### config.mk
export PLATFORM = sky130hd
export DESIGN_NAME = tx_arbiter_flat
export DESIGN_NICKNAME = d
export VERILOG_FILES = /design/src/rtl/tx_arbiter_if.sv /design/src/rtl/tx_arbiter.sv /design/src/flat_wrapper.sv
export SDC_FILE = /design/constraint.sdc
export NUM_CORES = 1
export LEC_CHECK = 0
export ABC_AREA = 0
export BUFFER_PORTS_ARGS = -buffer_cell sky130_fd_sc_hd__buf_2
export CAP_MARGIN = 0
export CELL_PAD_IN_SITES_DETAIL_PLACEMENT = 1
export CELL_PAD_IN_SITES_GLOBAL_PLACEMENT = 1
export CORE_MARGIN = 2
export CORE_UTILIZATION = 33
export DETAILED_ROUTE_END_ITERATION = 7
export GPL_TIMING_DRIVEN = 0
export PLACE_DENSITY_LB_ADDON = 0.25
export SLEW_MARGIN = 20
export SYNTH_ARGS = -nofsm -noshare
export SYNTH_HDL_FRONTEND = slang
export SYNTH_SLANG_ARGS = --single-unit
### constraint.sdc
create_clock -name clk -period 2 [get_ports clk]
set_clock_uncertainty 0.1 [all_clocks]
set_input_delay 0.4 -clock clk [delete_from_list [all_inputs] [get_ports clk]]
set_output_delay 0.4 -clock clk [all_outputs]
set_load 0.01 [all_outputs]
### src/rtl/tx_arbiter_if.sv
// Bus between requesters, tx_arbiter and the downstream uart_tx.
// slave: arbiter side; master: requester/uart side.
interface tx_arbiter_if #(
  parameter int unsigned NREQ = 4,
  parameter int unsigned IW   = $clog2(NREQ)
);
  logic [NREQ-1:0]   req;
  logic [NREQ-1:0]   req_start;
  logic [NREQ*8-1:0] req_data;
  logic [NREQ-1:0]   grant;
  logic [IW-1:0]     owner;
  logic              busy;
  logic [7:0]        tx_data;
  logic              tx_start;
  logic              tx_active;
  logic              tx_done;
  logic              overrun;

  modport slave (
    input  req, req_start, req_data, tx_active, tx_done,
    output grant, owner, busy, tx_data, tx_start, overrun
  );

  modport master (
    output req, req_start, req_data, tx_active, tx_done,
    input  grant, owner, busy, tx_data, tx_start, overrun
  );
endinterface

### src/rtl/tx_arbiter.sv
// tx_arbiter: grants one of NREQ requesters a session on a shared uart_tx and
// forwards only the owner's byte starts. Define TX_ARBITER_RR_EN for round-robin
// arbitration; otherwise the lowest requesting index wins.
module tx_arbiter #(
  parameter int unsigned NREQ = 4,
  parameter int unsigned IW   = $clog2(NREQ)
) (
  input logic         clk,
  input logic         rst,
  tx_arbiter_if.slave bus
);

  typedef enum logic [1:0] {StIdle, StGrant, StDrain} state_e;

  state_e          state_q, state_d;
  logic [NREQ-1:0] grant_q, grant_d;
  logic [IW-1:0]   owner_q, owner_d;
  logic [7:0]      tx_data_q, tx_data_d;
  logic            tx_start_q, tx_start_d;
  logic            overrun_q, overrun_d;
  // Set with tx_start, held until uart_tx shows it has taken the byte.
  logic            pend_q, pend_d;

  logic            win_valid;
  logic [IW-1:0]   win_idx;
  logic [7:0]      data_arr [NREQ];

  for (genvar g = 0; g < NREQ; g++) begin : g_data
    assign data_arr[g] = bus.req_data[8*g +: 8];
  end

`ifdef TX_ARBITER_RR_EN
  logic [IW-1:0] rr_ptr_q, rr_ptr_d;

  // Round-robin winner: first requester at or after the pointer, wrapping.
  always_comb begin
    int unsigned idx;
    idx       = 0;
    win_valid = 1'b0;
    win_idx   = '0;
    for (int unsigned i = 0; i < NREQ; i++) begin
      idx = (int'(rr_ptr_q) + i) % NREQ;
      if (!win_valid && bus.req[idx[IW-1:0]]) begin
        win_valid = 1'b1;
        win_idx   = idx[IW-1:0];
      end
    end
  end

  // Pointer moves just past each new owner.
  always_comb begin
    rr_ptr_d = rr_ptr_q;
    if (state_q == StIdle && win_valid) begin
      rr_ptr_d = (win_idx == IW'(NREQ - 1)) ? '0 : win_idx + 1'b1;
    end
  end

  // Round-robin pointer register.
  always_ff @(posedge clk or posedge rst) begin
    if (rst) rr_ptr_q <= '0;
    else     rr_ptr_q <= rr_ptr_d;
  end
`else
  // Fixed priority winner: lowest requesting index.
  always_comb begin
    win_valid = 1'b0;
    win_idx   = '0;
    for (int unsigned i = 0; i < NREQ; i++) begin
      if (!win_valid && bus.req[i[IW-1:0]]) begin
        win_valid = 1'b1;
        win_idx   = i[IW-1:0];
      end
    end
  end
`endif

  // Session FSM, start forwarding and overrun detection.
  always_comb begin
    state_d    = state_q;
    grant_d    = grant_q;
    owner_d    = owner_q;
    tx_data_d  = tx_data_q;
    tx_start_d = 1'b0;
    overrun_d  = overrun_q;
    pend_d     = pend_q && !(bus.tx_active || bus.tx_done);

    unique case (state_q)
      StIdle: begin
        // Starts arriving with req are not forwarded; the requester re-issues after grant.
        grant_d = '0;
        if (win_valid) begin
          grant_d[win_idx] = 1'b1;
          owner_d          = win_idx;
          state_d          = StGrant;
        end
      end
      StGrant: begin
        if (!bus.req[owner_q]) begin
          grant_d = '0;
          state_d = (bus.tx_active || pend_q) ? StDrain : StIdle;
        end else if (bus.req_start[owner_q]) begin
          if (bus.tx_active || pend_q) begin
            overrun_d = 1'b1;
          end else begin
            tx_start_d = 1'b1;
            tx_data_d  = data_arr[owner_q];
            pend_d     = 1'b1;
          end
        end
      end
      StDrain: begin
        grant_d = '0;
        if (!bus.tx_active && !pend_q) state_d = StIdle;
      end
      default: state_d = StIdle;
    endcase
  end

  // State and output registers; reset does not wait for uart_tx.
  always_ff @(posedge clk or posedge rst) begin
    if (rst) begin
      state_q    <= StIdle;
      grant_q    <= '0;
      owner_q    <= '0;
      tx_data_q  <= 8'h00;
      tx_start_q <= 1'b0;
      overrun_q  <= 1'b0;
      pend_q     <= 1'b0;
    end else begin
      state_q    <= state_d;
      grant_q    <= grant_d;
      owner_q    <= owner_d;
      tx_data_q  <= tx_data_d;
      tx_start_q <= tx_start_d;
      overrun_q  <= overrun_d;
      pend_q     <= pend_d;
    end
  end

  assign bus.grant    = grant_q;
  assign bus.owner    = owner_q;
  assign bus.busy     = (state_q != StIdle);
  assign bus.tx_data  = tx_data_q;
  assign bus.tx_start = tx_start_q;
  assign bus.overrun  = overrun_q;

endmodule

### src/flat_wrapper.sv
// flat-port wrapper written by rule: the top's interface ports become plain ports
module tx_arbiter_flat 
#(
  parameter int unsigned NREQ = 4,
  parameter int unsigned IW   = $clog2(NREQ)
)
  (clk, rst, bus_req, bus_req_start, bus_req_data, bus_tx_active, bus_tx_done, bus_grant, bus_owner, bus_busy, bus_tx_data, bus_tx_start, bus_overrun);
  tx_arbiter_if #(.NREQ(NREQ), .IW(IW)) bus_i ();
  input logic clk;
  input logic rst;
  input wire logic [$bits(bus_i.req)-1:0] bus_req;
  input wire logic [$bits(bus_i.req_start)-1:0] bus_req_start;
  input wire logic [$bits(bus_i.req_data)-1:0] bus_req_data;
  input wire logic [$bits(bus_i.tx_active)-1:0] bus_tx_active;
  input wire logic [$bits(bus_i.tx_done)-1:0] bus_tx_done;
  output wire logic [$bits(bus_i.grant)-1:0] bus_grant;
  output wire logic [$bits(bus_i.owner)-1:0] bus_owner;
  output wire logic [$bits(bus_i.busy)-1:0] bus_busy;
  output wire logic [$bits(bus_i.tx_data)-1:0] bus_tx_data;
  output wire logic [$bits(bus_i.tx_start)-1:0] bus_tx_start;
  output wire logic [$bits(bus_i.overrun)-1:0] bus_overrun;
  assign bus_i.req = bus_req;
  assign bus_i.req_start = bus_req_start;
  assign bus_i.req_data = bus_req_data;
  assign bus_i.tx_active = bus_tx_active;
  assign bus_i.tx_done = bus_tx_done;
  assign bus_grant = bus_i.grant;
  assign bus_owner = bus_i.owner;
  assign bus_busy = bus_i.busy;
  assign bus_tx_data = bus_i.tx_data;
  assign bus_tx_start = bus_i.tx_start;
  assign bus_overrun = bus_i.overrun;
  tx_arbiter #(.NREQ(NREQ), .IW(IW)) u_core (.clk(clk), .rst(rst), .bus(bus_i));
endmodule
# After elaboration in Yosys (flattened, before gate mapping)
# Index checks and enable logic that the tools add are counted.
[totals] in_bits=44 out_inout_bits=17 reg_bits=19
[classes] eq_ne=5 mux=32 order_cmp=4 reduce_logical=22 bitwise_logic=2
[ops] operator="8-bit binary-select mux with 2-bit select" count=1
[ops] operator="1-bit 2-to-1 mux" count=16
[ops] operator="8-bit 2-to-1 mux" count=2
[ops] operator="2-bit 2-to-1 mux" count=6
[ops] operator="4-bit one-hot mux with 3 select lines" count=1
[ops] operator="4-bit 2-to-1 mux" count=2
[ops] operator="4-bit AND reduction" count=2
[ops] operator="1-bit logical AND" count=6
[ops] operator="1-bit logical NOT" count=6
[ops] operator="2-bit by 3-bit less-than comparator with 1-bit output (second input constant)" count=2
[ops] operator="2-bit one-hot mux with 3 select lines" count=1
[ops] operator="1-bit binary-select mux with 2-bit select" count=2
[ops] operator="2-bit by 1-bit != test with 1-bit output (second input constant)" count=2
[ops] operator="2-bit AND reduction" count=2
[ops] operator="3-bit greater-or-equal comparator (second input constant)" count=1
[ops] operator="2-bit NOT with 3-bit output" count=1
[ops] operator="3-bit AND reduction" count=1
[ops] operator="3-bit nonzero test" count=1
[ops] operator="1-bit demux with 2-bit select" count=1
[ops] operator="2-bit by 1-bit == test with 1-bit output (second input constant)" count=1
[ops] operator="2-bit == test (second input constant)" count=1
[ops] operator="2-bit by 1-bit greater-or-equal comparator with 1-bit output (second input constant)" count=1
[ops] operator="2-bit logical NOT" count=1
[ops] operator="1-bit logical OR" count=2
[ops] operator="other kinds (3)" count=3

# Longest topological paths before layout
[depth] ltp_word=16 mapped_depth=6 mapped_depth_nobuf=6

# Worst setup path before layout
# No wires, ideal clock.
[synth_path] path_type="flip-flop to flip-flop" start="register u_core.owner_q[1], in the netlist u_core.bus.owner[1]" end="register u_core.tx_data_q[0], in the netlist u_core.bus.tx_data[0]" setup_slack_ps=275 n_path_buf=1 path_stages_with_launch=5 t_arrival_ps=1500 setup_time_ps=125 path_cell_list="dfrtp_1 -> buf_4 -> mux4_2 -> nand3_4 -> mux2_2"
[synth_via] elab_chain_len=4 word_cells_on_any_way=9 classes_between="mux: 7; bitwise: 1; reduce/logical: 1"
[synth_lines] element="from (decl)" line="tx_arbiter.sv:17" source="logic [IW-1:0] owner_q, owner_d;"
[synth_lines] element="from (signal assigned)" line="tx_arbiter.sv:132" source="owner_q <= owner_d;"
[synth_lines] element="2-bit NOT with 3-bit output (not written as such)" line="tx_arbiter.sv:106" source="tx_data_d = data_arr[owner_q];"
[synth_lines] element="8-bit binary-select mux with 2-bit select" line="tx_arbiter.sv:106"
[synth_lines] element="8-bit 2-to-1 mux (not written as such) (2 in series)" line="tx_arbiter.sv:106"
[synth_lines] element="to (signal assigned)" line="tx_arbiter.sv:133" source="tx_data_q <= tx_data_d;"
[synth_lines] element="to (decl)" line="tx_arbiter.sv:18" source="logic [7:0] tx_data_q, tx_data_d;"
# Parallel ways exist; a longest one is shown, timed or not. The select of a mux whose other input is x is not followed.
# A chain may end at the register's enable or synchronous reset.

# Worst setup path after layout
[layout_path] start="register u_core.state_q[1]" end="output bus_busy"
[layout_via] elab_chain_len=1
[layout_lines] element="from (decl)" line="tx_arbiter.sv:15" source="state_e state_q, state_d;"
[layout_lines] element="from (signal assigned)" line="tx_arbiter.sv:122" source="state_q <= StIdle;"
[layout_lines] element="from (signal assigned)" line="tx_arbiter.sv:130" source="state_q <= state_d;"
[layout_lines] element="2-bit nonzero test" line="tx_arbiter.sv:142" source="assign bus.busy = (state_q != StIdle);"
[layout_lines] element="to (decl)" line="flat_wrapper.sv:18" source="output wire logic [$bits(bus_i.busy)-1:0] bus_busy;"
# Every way passes these cells.

==> run metrics <==
Final ANT Viol Nets 0; GRT Total Usage 0.1501; Area Overhead vs Synth 34.92%; PD cells 1322 mW/mm^2; delay of the slowest critical-path stage 0.44 ns; final setup margin 0.1058 ns; WL per Instance 14.02 microns; first-pass GRT wire length 4685 microns; Worst path depth 4; Leak 0.7706 nW; post-synthesis cell area 0.001154 sq mm; HPWL after detailed placement 2278 microns; Reg-to-Reg Start u_core.state_q[1]; synth unique cells 28; RSZ-0062 raised after global routing false; syn_area_per_cell 12.96 sq um; worst vdd ir 0.0004607 V; crit end category output pin; CORE AREA 0.003337 sq mm; largest family of logic cells by synthesized area multiplexers; Top Ports 61; Critical path origin u_core.state_q[1]; Synth Area in Compound Gates 0.1182; drt pass-1 iters 4; Die X-Extent 63.13 microns; reg2reg path depth 6; drt via density 4.945; Max-cap violations 0; Startpoint Class flip-flop; Tightest Hold Check Type in2async; final hold violation count 0; R2R setup slack 0.14 ns; CP Capture Point bus_busy; relative slew slack 0.5257; CP most frequent cell inv_1; Initial Util 0.3457; Crit path arrival time 1.39 ns; via count 994; CTS Hold Bufs 0; port bufs 60; post-synthesis adder-cell area fraction 0.04338; largest area contributor in the netlist dfrtp_1; clk_lat worst skew 0.30 ns; Syn Nets 137; CP Cell Sequence inv_1, ha_1, inv_1, buf_2; Final nets 204; status completed; final wirelength 2819 microns; post-synthesis sequential area ratio 0.4121; vias in the first global route 1008; delay-heaviest family, CP flip-flops; Synth Area in XOR/XNOR 0; post-synth top area share 0.4121; die area 0.003985 sq mm; largest driver fanout on the critical path 6; final count of pins violating max slew 0; clk slew on worst S/H paths 0.11 ns; Post-Synth Simple-Gate Area 0.08568; slowest CP cell dfrtp_1; share of layout cells above drive strength 1 0.5806; top cells by area, synth dfrtp_1, mux4_2, mux2_2; Worst Path Required 1.50 ns; CTS tree yes; Syn Inst Count 89; die height 63.13 microns; Reg-to-Reg End u_core.bus.grant[3]; H-tree lvl count 1; setup violators final 0; Achievable Freq 0.5279 GHz; initial antenna violation count 0; min cycle time layout 1.894 ns; Final TNS setup 0 ns; number of synthesized register bits 19; critical path type reg2out; # diodes 0; Final period util 0.9471; Clock Tree Buf Depth 2; clk root buf clkbuf_4; largest net degree at the start of global routing 20; Buf+Inv Stages, Crit Path 3; DRC 0; pre-CTS setup slack 0.09677 ns; Slew @ Worst Pin 0.7106 ns; mux contribution to synthesized area 0.3037; GPL Wtd Cong 0.7637; Syn. warnings 0; grt ovf 0; Rows 21; TritonCTS Buffers 3; clock sink count 19; starting DRC count in detailed routing 18
## cells by family after synthesis
group                      count (synthesis)
and+or+nand+nor                           16
adders and majority gates                  4
muxes                                     21
AOI/OAI and AO/OA                         19
DFF                                       19
buffers and inverters                     10
## synth_stat cells (all sizes together)
cell type / instances
o21ai: 8
o22a: 1
a22oi: 1
o31ai: 1
nand2b: 3
mux4: 10
a22o: 1
buf: 2
o22ai: 1
mux2: 9
ha: 4
or4: 1
mux2i: 2
nor2: 4
nand3b: 1
nand2: 3
o41ai: 3
inv: 8
or2: 2
nand3: 1
dfrtp: 19
o21bai: 1
nor4b: 1
a21oi: 2
## area by class of cell
type                       instances  area [sq um]
clock buffer                       3         22.52
fill                             384          1780
buffer                             2         12.51
clock inverter                     1         5.005
tap                               46         57.56
timing repair buffer              62         315.3
multi-input combinational         60         638.1
sequential                        19         475.5
inverter                           8         30.03
## registers in the layout, indices dropped and copies added (netlist names)
signal and cells:
u_core.bus.overrun 1, u_core.pend_q 1, u_core.bus.owner 2, u_core.bus.tx_data 8, u_core.state_q 2, u_core.bus.tx_start 1
u_core.bus.grant 4
## routing by layer
| layer | GRT usage | routed length (microns) |
|---|---|---|
| met1 | 0.1832 | 1192 |
| met4 | 0.05833 | 27 |
| met5 | 0 | 0 |
| met2 | 0.2646 | 1481 |
| met3 | 0.02321 | 118 |
## worst min-delay path by stage
stage	slack (ns)	end	startpoint	cells past startpoint
floorplan	0.25	u_core.bus.grant[0]	rst	1
global placement	0.36	u_core.bus.overrun	u_core.bus.overrun	1
detailed placement	0.37	u_core.bus.overrun	u_core.bus.overrun	1
CTS	0.13	u_core.bus.tx_data[4]	rst	2
global route	0.15	u_core.pend_q	bus_tx_active	2
finish	0.1	u_core.state_q[1]	rst	2
## report_power, final
part / total [mW] / switching, mW / internal, mW
logic: 1.19 / 0.566 / 0.626
clock network: 0.195 / 0.121 / 0.0744
registers: 0.670 / 0.118 / 0.552
## stage by stage
stage               utilization  instance area [sq um]  std cells  power [mW]  hold WS, ns
floorplan                     -                   1154         89       1.479       0.2511
global placement         0.4529                   1511        195       1.805       0.3587
detailed placement       0.4529                   1511        195       1.844       0.3667
CTS                      0.4612                   1539        199       2.048       0.1293
global route             0.4664                   1556        201       2.231       0.1490
finish                   0.4664                   1556        201       2.057      0.09660
## cell usage in the layout (no fill, tap or decap)
cell / instances
a22oi_1: 1
or4_1: 1
o22ai_4: 1
nand3_4: 1
nand2b_1: 3
nand3b_1: 1
buf_2: 61
mux4_1: 1
ha_1: 4
mux4_2: 9
nand2_1: 3
a21oi_1: 2
or2_2: 1
clkbuf_4: 3
o21ai_0: 7
a22o_1: 1
o22a_1: 1
dfrtp_1: 19
nor4b_1: 1
o41ai_1: 3
inv_1: 8
or2_4: 1
nor2_1: 4
o21bai_1: 1
buf_4: 3
clkinv_2: 1
o21ai_1: 1
mux2_2: 9
mux2i_1: 2
o31ai_1: 1
## what timing repair did
action	CTS	global route
endpoints found under the hold margin	0	0
resized for setup	0	1
buffers inserted	0	2
endpoints found under the setup margin	0	1
(Power assumes the default switching activity.)
